===== config.mk =====
export PLATFORM = sky130hd
export DESIGN_NAME = cdf_store_sequencer
export DESIGN_NICKNAME = d
export VERILOG_FILES = /design/src/rtl/cdf_store_sequencer.sv
export SDC_FILE = /design/constraint.sdc
export NUM_CORES = 1
export LEC_CHECK = 0
export CORE_MARGIN = 1
export CORE_UTILIZATION = 60
export CTS_BUF_LIST = sky130_fd_sc_hd__clkbuf_4 sky130_fd_sc_hd__clkbuf_8
export CTS_CLUSTER_DIAMETER = 80
export DETAILED_ROUTE_END_ITERATION = 12
export DONT_BUFFER_PORTS = 1
export PLACE_DENSITY = 0.76
export SLEW_MARGIN = 10
export SYNTH_ARGS = -nofsm -noshare
export SYNTH_HDL_FRONTEND = slang
export SYNTH_SLANG_ARGS = --single-unit

===== constraint.sdc =====
create_clock -name clock -period 5.3 [get_ports clock]
set_input_delay 0.53 -clock clock [delete_from_list [all_inputs] [get_ports clock]]
set_output_delay 0.53 -clock clock [all_outputs]
set_load 0.1 [all_outputs]

===== src/rtl/cdf_store_sequencer.sv =====
// CDF store-phase sequencer: packs LANES 20-bit CDF results per memory word and
// issues consecutive SRAM writes from a latched base until all bins are stored.
module cdf_store_sequencer #(
  parameter int NUM_BINS = 256,
  parameter int LANES    = 4,
  parameter int LANE_W   = 32
) (
  input  logic                    clock,
  input  logic                    reset_n,
  input  logic                    Start,
  input  logic [15:0]             BaseAddress,
  input  logic                    ResultValid,
  input  logic [19:0]             ResultIn,
  output logic                    ResultReady,
  output logic [LANES*LANE_W-1:0] WriteBus,
  output logic [15:0]             WriteAddress,
  output logic                    WriteEnable,
  input  logic                    WriteAccept,
  output logic                    Busy,
  output logic                    done,
  output logic [1:0]              dbg_state
);

  // Handshakes: a result transfers on a clock edge where ResultValid && ResultReady;
  // a write transfers on an edge where WriteEnable && WriteAccept, and the write
  // request (enable, data, address) is held stable until that edge.
  localparam int WORDS = NUM_BINS / LANES;
  localparam int WC_W  = (WORDS > 1) ? $clog2(WORDS) : 1;
  localparam int IDX_W = (LANES > 1) ? $clog2(LANES) : 1;
  localparam int BUS_W = LANES * LANE_W;

  typedef enum logic [1:0] {IDLE = 2'd0, COLLECT = 2'd1, WRITE = 2'd2} state_e;

  state_e             state_q, state_d;
  logic [BUS_W-1:0]   lanes_q, lanes_d;
  logic [IDX_W-1:0]   idx_q, idx_d;
  logic [WC_W-1:0]    wc_q, wc_d;
  logic [15:0]        base_q, base_d;
  logic [BUS_W-1:0]   wbus_q, wbus_d;
  logic [15:0]        waddr_q, waddr_d;
  logic               we_q, we_d;
  logic               busy_q, busy_d;
  logic               done_q, done_d;

  logic hs, accept, last_lane, last_word;

  assign hs        = ResultValid && (state_q == COLLECT);
  assign accept    = we_q && WriteAccept;
  assign last_lane = (idx_q == IDX_W'(LANES - 1));
  assign last_word = (wc_q == WC_W'(WORDS - 1));

  always_ff @(posedge clock or negedge reset_n) begin
    if (!reset_n) begin
      state_q <= IDLE;
      lanes_q <= '0;
      idx_q   <= '0;
      wc_q    <= '0;
      base_q  <= '0;
      wbus_q  <= '0;
      waddr_q <= '0;
      we_q    <= 1'b0;
      busy_q  <= 1'b0;
      done_q  <= 1'b1;
    end else begin
      state_q <= state_d;
      lanes_q <= lanes_d;
      idx_q   <= idx_d;
      wc_q    <= wc_d;
      base_q  <= base_d;
      wbus_q  <= wbus_d;
      waddr_q <= waddr_d;
      we_q    <= we_d;
      busy_q  <= busy_d;
      done_q  <= done_d;
    end
  end

  always_comb begin
    state_d = state_q;
    case (state_q)
      IDLE:    if (Start) state_d = COLLECT;
      COLLECT: if (hs && last_lane) state_d = WRITE;
      WRITE:   if (accept) state_d = last_word ? IDLE : COLLECT;
      default: state_d = IDLE;
    endcase
  end

  always_comb begin
    lanes_d = lanes_q;
    idx_d   = idx_q;
    wc_d    = wc_q;
    base_d  = base_q;
    wbus_d  = wbus_q;
    waddr_d = waddr_q;
    we_d    = we_q;
    busy_d  = busy_q;
    done_d  = done_q;
    case (state_q)
      IDLE: begin
        if (Start) begin
          base_d = BaseAddress;
          idx_d  = '0;
          wc_d   = '0;
          busy_d = 1'b1;
          done_d = 1'b0;
        end
      end
      COLLECT: begin
        if (hs) begin
          lanes_d[int'(idx_q)*LANE_W +: LANE_W] = LANE_W'(ResultIn);
          if (last_lane) begin
            // The packed word includes the lane being written this cycle.
            wbus_d  = lanes_d;
            waddr_d = base_q + 16'(wc_q);
            we_d    = 1'b1;
          end else begin
            idx_d = idx_q + 1'b1;
          end
        end
      end
      WRITE: begin
        if (accept) begin
          we_d = 1'b0;
          if (last_word) begin
            wbus_d  = '0;
            waddr_d = '0;
            busy_d  = 1'b0;
            done_d  = 1'b1;
          end else begin
            wc_d  = wc_q + 1'b1;
            idx_d = '0;
          end
        end
      end
      default: ;
    endcase
  end

  assign ResultReady  = (state_q == COLLECT);
  assign WriteBus     = wbus_q;
  assign WriteAddress = waddr_q;
  assign WriteEnable  = we_q;
  assign Busy         = busy_q;
  assign done         = done_q;
  assign dbg_state    = state_q;

endmodule


### After elaboration in Yosys (flattened, before gate mapping)

Index checks and enable logic that the tools add are counted.

| storage, ports and cells | value |
|---|---|
| input port bits | 41 |
| output and inout port bits | 150 |
| logic and storage cells | 81 |
| register bits after elaboration | 301 |

| cells by class | value |
|---|---|
| shifts and indexed selects | 2 |
| multiplexer cells | 38 |
| reductions and logical operators | 15 |
| $add $sub $neg | 4 |
| equal/unequal tests | 12 |

Operator list:

| kind | number |
|---|---|
| $mux W128 | 4 |
| $pmux W128 S2 | 1 |
| $bwmux W128 | 1 |
| $shift A32 B33 Y128 const A | 1 |
| $shiftx A32 B33 Y128 | 1 |
| $mux W16 | 4 |
| $neg A7 Y33 | 1 |
| $pmux W16 S2 | 1 |
| $mux W6 | 3 |
| $add A16 B6 Y16 | 1 |
| $mux W2 | 8 |
| $pmux W2 S3 | 2 |
| $pmux W6 S2 | 1 |
| $reduce_and A4 Y1 | 3 |
| $mux W1 | 10 |
| $ne A2 B2 Y1 const B | 5 |
| $add A6 B1 Y6 const B | 1 |
| $eq A6 B6 Y1 const B | 1 |
| $ne A2 B1 Y1 const B | 3 |
| $pmux W1 S2 | 3 |
| $reduce_and A6 Y1 | 1 |
| $reduce_and A5 Y1 | 1 |
| $eq A2 B2 Y1 const B | 2 |
| $reduce_and A2 Y1 | 2 |
| 7 further kinds | 10 |

### Longest topological paths before layout

| logic depth | value |
|---|---|
| depth after elaboration | 6 |
| mapped depth | 10 |
| depth with buffers taken out | 8 |

### Worst setup path before layout

Ideal clock, no wire load.

| timing path | value |
|---|---|
| path kind | register -> register |
| from | reg state_q[0], in the netlist dbg_state[0] |
| to | reg wbus_q[0], in the netlist WriteBus[0] |
| arrival time | 2.479 ns |
| cell stages (with the launch flop) | 9 |
| library setup time | 0.127 ns |
| clock period less this slack | 2.606 ns |
| setup slack | 2.694 ns |
| data required time | 5.173 ns |
| buffers on the path | 3 |
| cell sequence | dfrtp_1 > nor2b_4 > buf_6 > and3_1 > buf_6 > o22ai_4 > buf_6 > a222oi_1 > inv_1 |

| between the ends | value |
|---|---|
| cells in the longest elaborated chain, start to end | 4 |
| elaborated cells between the ends (all ways) | 10 |
| those cells by class | eq/ne (6); mux (1); reduce/logical (3) |

Ends and longest elaborated chain:

| element | line | RTL |
|---|---|---|
| start: declaration | 34 | `state_e state_q, state_d;` |
| start signal: assignment | 65 | `state_q <= state_d;` |
| $eq A2 B1 Y1 (*) | -- |  |
| via ResultReady | 14 | `output logic ResultReady,` |
| $logic_and A1 B1 Y1 | 47 | `assign hs = ResultValid && (state_q == COLLECT);` |
| $ne A2 B1 Y1 (no source line) | -- |  |
| $reduce_and A5 Y1 (no source line) | -- |  |
| end signal: assignment | 70 | `wbus_q <= wbus_d;` |
| end: declaration | 39 | `logic [BUS_W-1:0] wbus_q, wbus_d;` |

Mark *: on every way through the listed nets, which the timed path passes. The rest lies on a longest branch.
A chain may end at the register's enable or synchronous reset.

### Worst setup path after layout

| timing path | value |
|---|---|
| from | reg state_q[0], in the netlist dbg_state[0] |
| to | reg wbus_q[81], in the netlist WriteBus[81] |

The elaborated chain is that of the path after synthesis.

==> key figures <==
Status
  • Status: finished, violations left
  • Failing checks: hold timing

Clock network
  • Clk slew on worst S/H paths: 0.07 ns
  • H-tree depth: 2
  • Clk_lat worst skew: 0.53 ns
  • CTS tree: built
  • CTS Buf Count: 42
  • CTS Root Cell: clkbuf_8
  • # clock sinks: about 270
  • Max Root-Sink Buffers: 3

Synthesis
  • Most used DFF post-synth: dfrtp_1
  • Synth top cells by count: dfrtp_1 (268), a22o_1 (117), inv_1 (69), a222oi_1 (60), and2_1 (53)
  • Synth Area per Inst: 12.78 um2
  • Seq cells post-synth: 269
  • Post-synthesis instance area: about 0.011 mm2
  • Leading area contributor after synthesis: dfrtp_1
  • Synth unique cells: 42
  • Top post-synthesis cells by area: dfrtp_1 (64%), a22o_1 (9.7%), a222oi_1 (5.7%)
  • Async set or reset register ratio after synthesis: 1.000
  • Most frequent cell after synthesis: dfrtp_1
  • Mapped Cells: roughly 830
  • Mapped Nets: just under 900
  • Top cell type's share of synthesized area: 0.6358
  • EDFF count, synth: 0
  • Post-synthesis sequential area ratio: 0.6383
  • Synth warn: 0

STA
  • Final hold viol count: ~270
  • WHS: -0.3035 ns
  • Setup TNS: 0 ns
  • Clk_skew: 0.01927 ns
  • Period utilization: 0.6811
  • RSZ-0062 raised after global routing: false
  • Worst slew pin tran: about 1.2 ns
  • Period minus WS final: 3.610 ns
  • # setup viols final: 0
  • Slew HR: 0.2174
  • Worst Setup Slack, final: between 1.5 and 2 ns
  • Slew Limit Fails: 0
  • Fmax: roughly 0.28 GHz

GRT
  • First-pass GRT wire length: approximately 38000 um
  • Vias in the first global route: roughly 7.0k
  • Grt ovf: 0
  • Largest net degree at the start of global routing: 270
  • Antenna violations before repair: 0
  • Gr usage total: 0.2695

Critical path
  • Worst path arrival time: between 4 and 5 ns
  • FF-to-FF Start: dbg_state[0]
  • CP Data Required Time: around 5.7 ns
  • Crit. End Element: register
  • Classification of the worst setup path: reg -> reg
  • Reg2reg end: WriteBus[81]
  • Reg2Reg Depth: 6
  • Flop2flop setup slack: between 1.5 and 2 ns
  • Crit-path max FO: 72
  • CP startpoint: dbg_state[0]
  • CP Launch Type: register

Power and ir drop
  • Pwr Density: about 340 mW/mm2
  • Leak Pwr: between 6 and 7 nW
  • Max VDD drop: 0.0002178 V
  • Total chip power: 3.899 mW

Routing
  • Routed WL: about 24000 um
  • Antenna-violating nets left: 0
  • Residual DRC count: 0
  • Initial DRC Count: around 670
  • DR pass1 iterations: 6
  • Drt via density: about 6.5
  • DR WL/cell: around 23 um
  • Vias: 6810

Place
  • Place WS: ~1.7 ns
  • Final HPWL DP: around 15000 um
  • PortBufs: 0
  • Gpl congestion: 0.8335

Layout
  • Syn-to-layout area delta: 8.232%
  • Post-layout nets: approximately 860
  • Antenna Cells: 0
  • Fraction of layout cells with a size suffix above 1: 0.1315

Floorplan
  • Die H: about 130 um
  • Die span in x: ~130 um
  • Die area: between 0.015 and 0.02 mm2
  • Starting density of the core: 0.6119
  • IO Pins: 191
  • FP Rows: between 40 and 50
  • Core Region: approximately 0.017 mm2

Run
  • Number of max-cap violations: 0

Hold path
  • Min-delay worst type: in -> async
-- where the power goes --
part / leakage [nW] / switching (mW) / internal [mW]
sequential: 3.73 / 0.00984 / 2.06
clock: 0.467 / 0.755 / 1.05
combinational: 1.82 / 0.00893 / 0.0104
-- per-stage QoR --
step / cell area (um2) / instances / util
floorplan: 10550 / 825 / -
CTS: 11420 / 1054 / 0.6623
detailed placement: 10530 / 984 / 0.6111
finish: 11420 / 1054 / 0.6623
global placement: 10530 / 984 / 0.6111
global route: 11420 / 1054 / 0.6623
-- placed cells by master (no fill, tap or decap), types with 15 or more instances in the layout --
| cell type | count |
|---|---|
| a222oi_1 | 60 |
| nand2_1 | 35 |
| a22o_1 | 117 |
| nand3_1 | 16 |
| mux2_2 | 15 |
| and2_1 | 53 |
| dfrtp_1 | 268 |
| clkbuf_8 | 51 |
| inv_1 | 69 |
| o21ai_0 | 18 |
-- what timing repair did --
action,4_1_cts,5_1_grt
endpoints found under the hold margin,269,269
endpoints found under the setup margin,0,0
setup buffers,0,0
resized for setup,0,0
-- layer usage --
layer | vias to the layer above | routed length [um] | global-route usage
met5 | - | 0 | 0
met4 | 0 | 510 | 0.09738
met3 | 32 | 2300 | 0.07995
met2 | 327 | 11800 | 0.4335
met1 | 3504 | 9377 | 0.3497
li1 | 2947 | - | -
-- logic make-up (layout without fill, tap and decap cells) --
group	count (synthesis)	after routing	synth area share
flops	269	269	0.6383
compound gates	219	219	0.1800
simple gates	151	151	0.07592
buf+inv	145	149	0.06287
mux	18	18	0.01886
fa+ha+maj	12	12	0.01495
xor+xnor	11	11	0.009135
-- worst max-delay path: stages, from the launching register on --
cell and delay, ns:
dfrtp_1 1.06, nor2b_4 0.84, and3_1 0.53, o22ai_4 0.11
buf_4 0.36, a222oi_1 0.45, inv_1 0.09
-- area by class of cell --
type	count	area, um2
clock buffer	64	799.5
timing repair buffer	10	75.07
fill	1251	5821
clock inverter	6	82.58
tap	225	281.5
inverter	69	259.0
sequential	269	6733
multi-input combinational	411	3186
-- registers in the layout, summed over array words and instances (netlist names) --
name and flops:
Busy 1, WriteAddress 16, WriteBus 128, WriteEnable 1, base_q 16, dbg_state 2, done 1, idx_q 2
lanes_q 96, wc_q 6
-- worst max-delay path by stage --
stage,slack (ns),endpoint,cells after the start
after CTS,1.70,WriteBus[51],6
after global placement,1.80,WriteBus[67],6
after floorplan,2.69,WriteBus[0],8
after detailed placement,1.69,lanes_q[68],3
final,1.69,WriteBus[81],6
after global routing,1.48,WriteBus[0],5
No activity file was read; power rests on OpenSTA's default activity.
